File: config.mk
export PLATFORM = sky130hd
export DESIGN_NAME = ym_io_queue
export DESIGN_NICKNAME = d
export VERILOG_FILES = /design/src/rtl/ym_io_pkg.sv /design/src/rtl/ym_io_fifo.sv /design/src/rtl/ym_io_queue.sv
export SDC_FILE = /design/constraint.sdc
export NUM_CORES = 1
export LEC_CHECK = 0
export ABC_AREA = 0
export CAP_MARGIN = 30
export CORE_MARGIN = 4
export CORE_UTILIZATION = 25
export DETAILED_ROUTE_END_ITERATION = 12
export SETUP_SLACK_MARGIN = 0.05
export SYNTH_ARGS = -nofsm -noshare
export SYNTH_HDL_FRONTEND = slang
export SYNTH_SLANG_ARGS = --single-unit
File: constraint.sdc
create_clock -name MCLK -period 6.85 [get_ports MCLK]
set_input_delay 0.685 -clock MCLK [delete_from_list [all_inputs] [get_ports MCLK]]
set_output_delay 0.685 -clock MCLK [all_outputs]
set_load 0.02 [all_outputs]
File: src/rtl/ym_io_pkg.sv
// ym_io_pkg: shared widths, status bit positions and
// entry layout for the host register write queue.
package ym_io_pkg;

  localparam int REG_AW = 8;
  localparam int REG_DW = 8;

  localparam int ST_BUSY = 7;
  localparam int ST_FULL = 6;
  localparam int ST_OVF  = 5;

  function automatic int calc_pw(input int nport);
    return (nport <= 1) ? 1 : $clog2(nport);
  endfunction

  function automatic int calc_aw(input int nport);
    return calc_pw(nport) + 1;
  endfunction

  function automatic int entry_w(input int nport);
    return calc_pw(nport) + REG_AW + REG_DW;
  endfunction

endpackage

File: src/rtl/ym_io_fifo.sv
// ym_io_fifo: synchronous show-ahead FIFO; a push to a
// full queue is taken when a pop happens that same cycle.
module ym_io_fifo #(
  parameter int W     = 17,
  parameter int DEPTH = 4
) (
  input  logic                     clk,
  input  logic                     rst_n,
  input  logic                     push,
  input  logic                     pop,
  input  logic [W-1:0]             wdata,
  output logic [W-1:0]             rdata,
  output logic                     full,
  output logic                     empty,
  output logic [$clog2(DEPTH):0]   count
);

  localparam int PTRW = $clog2(DEPTH);

  logic [W-1:0]    mem [DEPTH];
  logic [PTRW-1:0] wr_ptr;
  logic [PTRW-1:0] rd_ptr;
  logic            do_push;
  logic            do_pop;

  assign full    = (count == (PTRW+1)'(DEPTH));
  assign empty   = (count == '0);
  assign do_pop  = pop & ~empty;
  assign do_push = push & (~full | do_pop);
  assign rdata   = mem[rd_ptr];

  // entry storage, written at the tail
  always_ff @(posedge clk) begin
    if (do_push) mem[wr_ptr] <= wdata;
  end

  // pointers wrap naturally since DEPTH is a power of two
  always_ff @(posedge clk or negedge rst_n) begin
    if (!rst_n) begin
      wr_ptr <= '0;
      rd_ptr <= '0;
      count  <= '0;
    end else begin
      if (do_push) wr_ptr <= wr_ptr + 1'b1;
      if (do_pop)  rd_ptr <= rd_ptr + 1'b1;
      if (do_push && !do_pop)
        count <= count + 1'b1;
      else if (do_pop && !do_push)
        count <= count - 1'b1;
    end
  end

endmodule

File: src/rtl/ym_io_queue.sv
// ym_io_queue: host bus front end that latches register
// addresses and paces queued register writes to the core.
module ym_io_queue
  import ym_io_pkg::*;
#(
  parameter int NPORT    = 2,
  parameter int DEPTH    = 4,
  parameter int BUSY_CYC = 32
) (
  input  logic                        MCLK,
  input  logic                        IC,
  input  logic                        cyc_en,
  input  logic                        CS,
  input  logic                        WR,
  input  logic                        RD,
  input  logic [calc_aw(NPORT)-1:0]   address,
  input  logic [7:0]                  data,
  output logic [7:0]                  data_bus,
  output logic                        data_oe,
  output logic                        reg_we,
  output logic [calc_pw(NPORT)-1:0]   reg_port,
  output logic [REG_AW-1:0]           reg_addr,
  output logic [REG_DW-1:0]           reg_data
);

  localparam int PW = calc_pw(NPORT);
  localparam int AW = calc_aw(NPORT);
  localparam int EW = entry_w(NPORT);
  localparam int CW = $clog2(DEPTH) + 1;

  // strobes are kept active-high so a cleared
  // synchroniser reads as an idle bus
  logic [2:0]    strb_m, strb_s;
  logic [AW-1:0] addr_m, addr_s;
  logic [7:0]    data_m, data_s;
  logic          wr_q, rd_q;
  logic          wr_s, rd_s;
  logic          wr_acc, rd_acc;

  logic [PW-1:0] idx;
  logic          idx_ok;
  logic [7:0]    addr_reg [NPORT];
  logic [7:0]    cur_addr;

  logic          push_req;
  logic          pop;
  logic [EW-1:0] q_wdata, q_rdata;
  logic          q_full, q_empty;
  logic [CW-1:0] q_count;

  logic [7:0]    busy_cnt;
  logic          busy;
  logic          ovf;
  logic          ovf_set;
  logic [7:0]    status;

  logic [PW-1:0] hold_port;
  logic [7:0]    hold_addr;
  logic [7:0]    hold_data;

  assign wr_s   = strb_s[2] & strb_s[1];
  assign rd_s   = strb_s[2] & strb_s[0];
  assign wr_acc = wr_s & ~wr_q;
  assign rd_acc = rd_s & ~rd_q;
  assign data_oe = rd_s;

  assign idx    = addr_s[AW-1:1];
  assign idx_ok = ({{(32-PW){1'b0}}, idx} < 32'(NPORT));

  assign push_req = wr_acc & addr_s[0] & idx_ok;
  assign pop      = cyc_en & (busy_cnt == 8'd0) & ~q_empty;
  assign ovf_set  = push_req & q_full & ~pop;
  assign q_wdata  = {idx, cur_addr, data_s};

  assign busy = (busy_cnt != 8'd0) | (q_count != '0);

  // two-flop synchroniser plus edge-detect history
  always_ff @(posedge MCLK or negedge IC) begin
    if (!IC) begin
      strb_m <= '0;
      strb_s <= '0;
      addr_m <= '0;
      addr_s <= '0;
      data_m <= '0;
      data_s <= '0;
      wr_q   <= 1'b0;
      rd_q   <= 1'b0;
    end else begin
      strb_m <= {~CS, ~WR, ~RD};
      strb_s <= strb_m;
      addr_m <= address;
      addr_s <= addr_m;
      data_m <= data;
      data_s <= data_m;
      wr_q   <= wr_s;
      rd_q   <= rd_s;
    end
  end

  // per-port register address latches
  always_ff @(posedge MCLK or negedge IC) begin
    if (!IC) begin
      for (int p = 0; p < NPORT; p++)
        addr_reg[p] <= '0;
    end else begin
      for (int p = 0; p < NPORT; p++)
        if (wr_acc && !addr_s[0] && idx_ok
            && idx == PW'(p))
          addr_reg[p] <= data_s;
    end
  end

  // address latch of the port being written
  always_comb begin
    cur_addr = '0;
    for (int p = 0; p < NPORT; p++)
      if (idx == PW'(p)) cur_addr = addr_reg[p];
  end

  ym_io_fifo #(
    .W     (EW),
    .DEPTH (DEPTH)
  ) u_fifo (
    .clk   (MCLK),
    .rst_n (IC),
    .push  (push_req),
    .pop   (pop),
    .wdata (q_wdata),
    .rdata (q_rdata),
    .full  (q_full),
    .empty (q_empty),
    .count (q_count)
  );

  // write pacing counter, reloaded on every pop
  always_ff @(posedge MCLK or negedge IC) begin
    if (!IC)
      busy_cnt <= '0;
    else if (pop)
      busy_cnt <= 8'(BUSY_CYC - 1);
    else if (cyc_en && busy_cnt != 8'd0)
      busy_cnt <= busy_cnt - 8'd1;
  end

  // status word assembly
  always_comb begin
    status          = '0;
    status[ST_BUSY] = busy;
    status[ST_FULL] = q_full;
    status[ST_OVF]  = ovf;
  end

  // sticky overflow and status read register
  always_ff @(posedge MCLK or negedge IC) begin
    if (!IC) begin
      ovf      <= 1'b0;
      data_bus <= '0;
    end else begin
      if (rd_acc) data_bus <= status;
      if (ovf_set)     ovf <= 1'b1;
      else if (rd_acc) ovf <= 1'b0;
    end
  end

  // last popped entry, held between pops
  always_ff @(posedge MCLK or negedge IC) begin
    if (!IC) begin
      hold_port <= '0;
      hold_addr <= '0;
      hold_data <= '0;
    end else if (pop) begin
      hold_port <= q_rdata[EW-1:16];
      hold_addr <= q_rdata[15:8];
      hold_data <= q_rdata[7:0];
    end
  end

  // core write port shows the head during a pop
  always_comb begin
    reg_we   = pop;
    reg_port = hold_port;
    reg_addr = hold_addr;
    reg_data = hold_data;
    if (pop) begin
      reg_port = q_rdata[EW-1:16];
      reg_addr = q_rdata[15:8];
      reg_data = q_rdata[7:0];
    end
  end

endmodule

==> metrics <==
Setup TNS 0 ns; total power 2.55 mW; CP endpoint kind output pin; Worst-Skew Late Latency 0.41 ns; WL per Instance 15.5 um; TritonRoute pass-1 iters 4; Cell Pwr Density 372 nW/um2; Hold Fails Final Rpt 0; period utilisation layout 58.0%; post-CTS setup buffer count 0; Reg2Reg Setup Slack 3.99 ns; # resized after CTS 0; Syn Std Cell Area 5600 um2; gr usage total 8.78%; Port Buffers 37; CP cell instances inv_1 -> ha_1 -> nor4b_2 -> and4_1 -> buf_4 -> mux2_1 -> clkdlybuf4s50_1; worst-margin pin slew 0.963 ns; vias per cell 4.07; Num CTS Buffers 17; Clock Tree Buf Depth 2; Root Buffer clkbuf_16; crit path max-delay cell type clkdlybuf4s50_1; HP Class input pin to asynchronous set/reset pin; post-synthesis cell type count 40; kind of critical path register to output pin; die area 24900 um2; initial DRC count 123; RSZ-0062 raised after global routing false; Reg clk slew, reported paths 0.06 ns; maximum level of the CTS H-tree 4; CORE AREA 22000 um2; Cells after Synth 302; setup violators final 0; Critical Path RT 6.16 ns; CTS Hold Bufs 0; reg2reg end u_fifo.mem[1][15]$_DFFE_PP_; asr flop ratio synth 54.1%; max incr delay on CP 0.55 ns; Routed WL 10000 um; Slew HR 35.8%; GRT Residual Overflow 0; CP Max Fanout 17; vias in the first global route 2919; Die Y 158 um; min Tclk post-route 3.97 ns; final net count 376; leakage power 2.63 nW; Seq/Total Area, Yosys 72.2%; launch point of the worst reg-to-reg path busy_cnt[0]$_DFFE_PN0P_; routability cong. 0.702; Area Growth Syn to Fin 22.5%; CTS tree built; Vias 2624; fmax 252 MHz; share of cells above drive strength 1 25.5%; DRC violations left 0; critical path data arrival time 3.29 ns; clk sinks 148; max-capacitance violation count 0; Detail Route Antenna Nets 0; # rows 54; largest net degree at the start of global routing 73; most used flip-flop cell after synthesis dfrtp_1; total of flip-flops plus latches after synthesis 148; R2R cell count 6; Post-synth EDFFs 68; max reg flops 68; die width 158 um; Initial Util 25.5%; Worst setup SP type register; Mean Syn Cell Area 18.5 um2; number of antenna violations at the first check in global routing 0; Clock Skew 0.00590 ns; IO Count 43; peak supply drop 0.180 mV; first-pass GRT wire length 16100 um; Slew Viols, Final 0; Post-DP HPWL 6340 um; diode count 0; status finished, final reports clean; Yosys warnings 0
-- Yosys cell counts (2+ instances only) --
cell	count	share of area, %
mux2_1	13	2.6
nand2_1	6	0.40
a21oi_1	2	0.18
clkbuf_1	3	0.20
xor2_1	3	0.47
edfxtp_1	68	36
dfrtp_1	80	36
ha_1	7	1.6
mux2_2	33	6.6
inv_1	10	0.67
a31oi_1	4	0.45
o21ai_0	2	0.18
buf_4	6	0.80
mux4_2	17	6.8
and2_1	5	0.56
or3_1	2	0.22
nor3_1	5	0.45
buf_2	3	0.27
xnor2_1	3	0.47
nor2_1	10	0.67
-- critical path, delay by kind of cell (launching register included) --
family | cells | cell delay, ns
and+or+nand+nor | 2 | 0.92
DFF | 1 | 0.41
adders and majority gates | 1 | 0.16
muxes | 1 | 0.38
buffers and inverters | 3 | 0.99
-- cell type report --
cell class / count / area, um2
Fill cell: 2087 / 15100
Inverter: 10 / 37.5
Multi-Input combinational cell: 134 / 1440
Tap cell: 280 / 350
Clock buffer: 21 / 514
Clock inverter: 10 / 67.6
Sequential cell: 148 / 4040
Timing Repair Buffer: 41 / 410
-- stage by stage --
step	std cells	hold WS, ns	instance area, um2	setup WS [ns]	utilization, %
2_1_floorplan	306	0.331	5620	4.30	-
3_3_place_gp	612	0.335	6260	3.15	28.5
3_5_place_dp	612	0.335	6260	3.09	28.5
4_1_cts	643	0.0674	6840	2.81	31.2
5_1_grt	644	0.0718	6860	2.62	31.2
6_report	644	0.0844	6860	2.88	31.2
-- kinds of logic after synthesis --
| logic type | Yosys count | synth area share, % |
|---|---|---|
| compound gates | 13 | 1.90 |
| xor+xnor | 6 | 0.939 |
| fa+ha+maj | 8 | 1.92 |
| buf+inv | 24 | 2.41 |
| flops | 148 | 72.2 |
| mux | 64 | 16.4 |
| other cells | 1 | 0.0670 |
| simple gates | 38 | 4.20 |
-- where the power goes --
group	switching (mW)	internal (mW)
combinational	0.240	0.258
sequential	0.0941	1.07
clock	0.352	0.535
-- how the worst max path moves through the flow --
| stage | from | to | cells after the start |
|---|---|---|---|
| after floorplan | busy_cnt[0]$_DFFE_PN0P_ | reg_data[5] | 7 |
| after global placement | cyc_en | reg_data[3] | 5 |
| after detailed placement | cyc_en | reg_data[4] | 5 |
| after CTS | busy_cnt[0]$_DFFE_PN0P_ | reg_data[4] | 7 |
| after global routing | busy_cnt[0]$_DFFE_PN0P_ | reg_data[4] | 7 |
| final | busy_cnt[0]$_DFFE_PN0P_ | reg_data[3] | 7 |
-- cell usage in the layout (no fill, tap or decap), types with 4 or more instances in the layout --
master           count
mux2_2              33
dfrtp_1             80
nor2_1              10
mux2_1              13
ha_1                 7
and2_1               5
nor3_1               5
a31oi_1              4
mux4_2              17
clkinv_4             4
inv_1               10
nand2_1              6
clkbuf_16           20
conb_1               5
edfxtp_1            68
buf_4                4
clkdlybuf4s50_1     36
clkinv_2             4
-- layer usage --
layer	wire length (um)	GRT usage, %	up-vias
met5	0	0	-
met4	204	3.69	0
met3	402	3.01	16
met2	4940	14.3	53
met1	4470	10.7	1336
li1	-	-	1219
No activity file was read; power rests on OpenSTA's default activity.
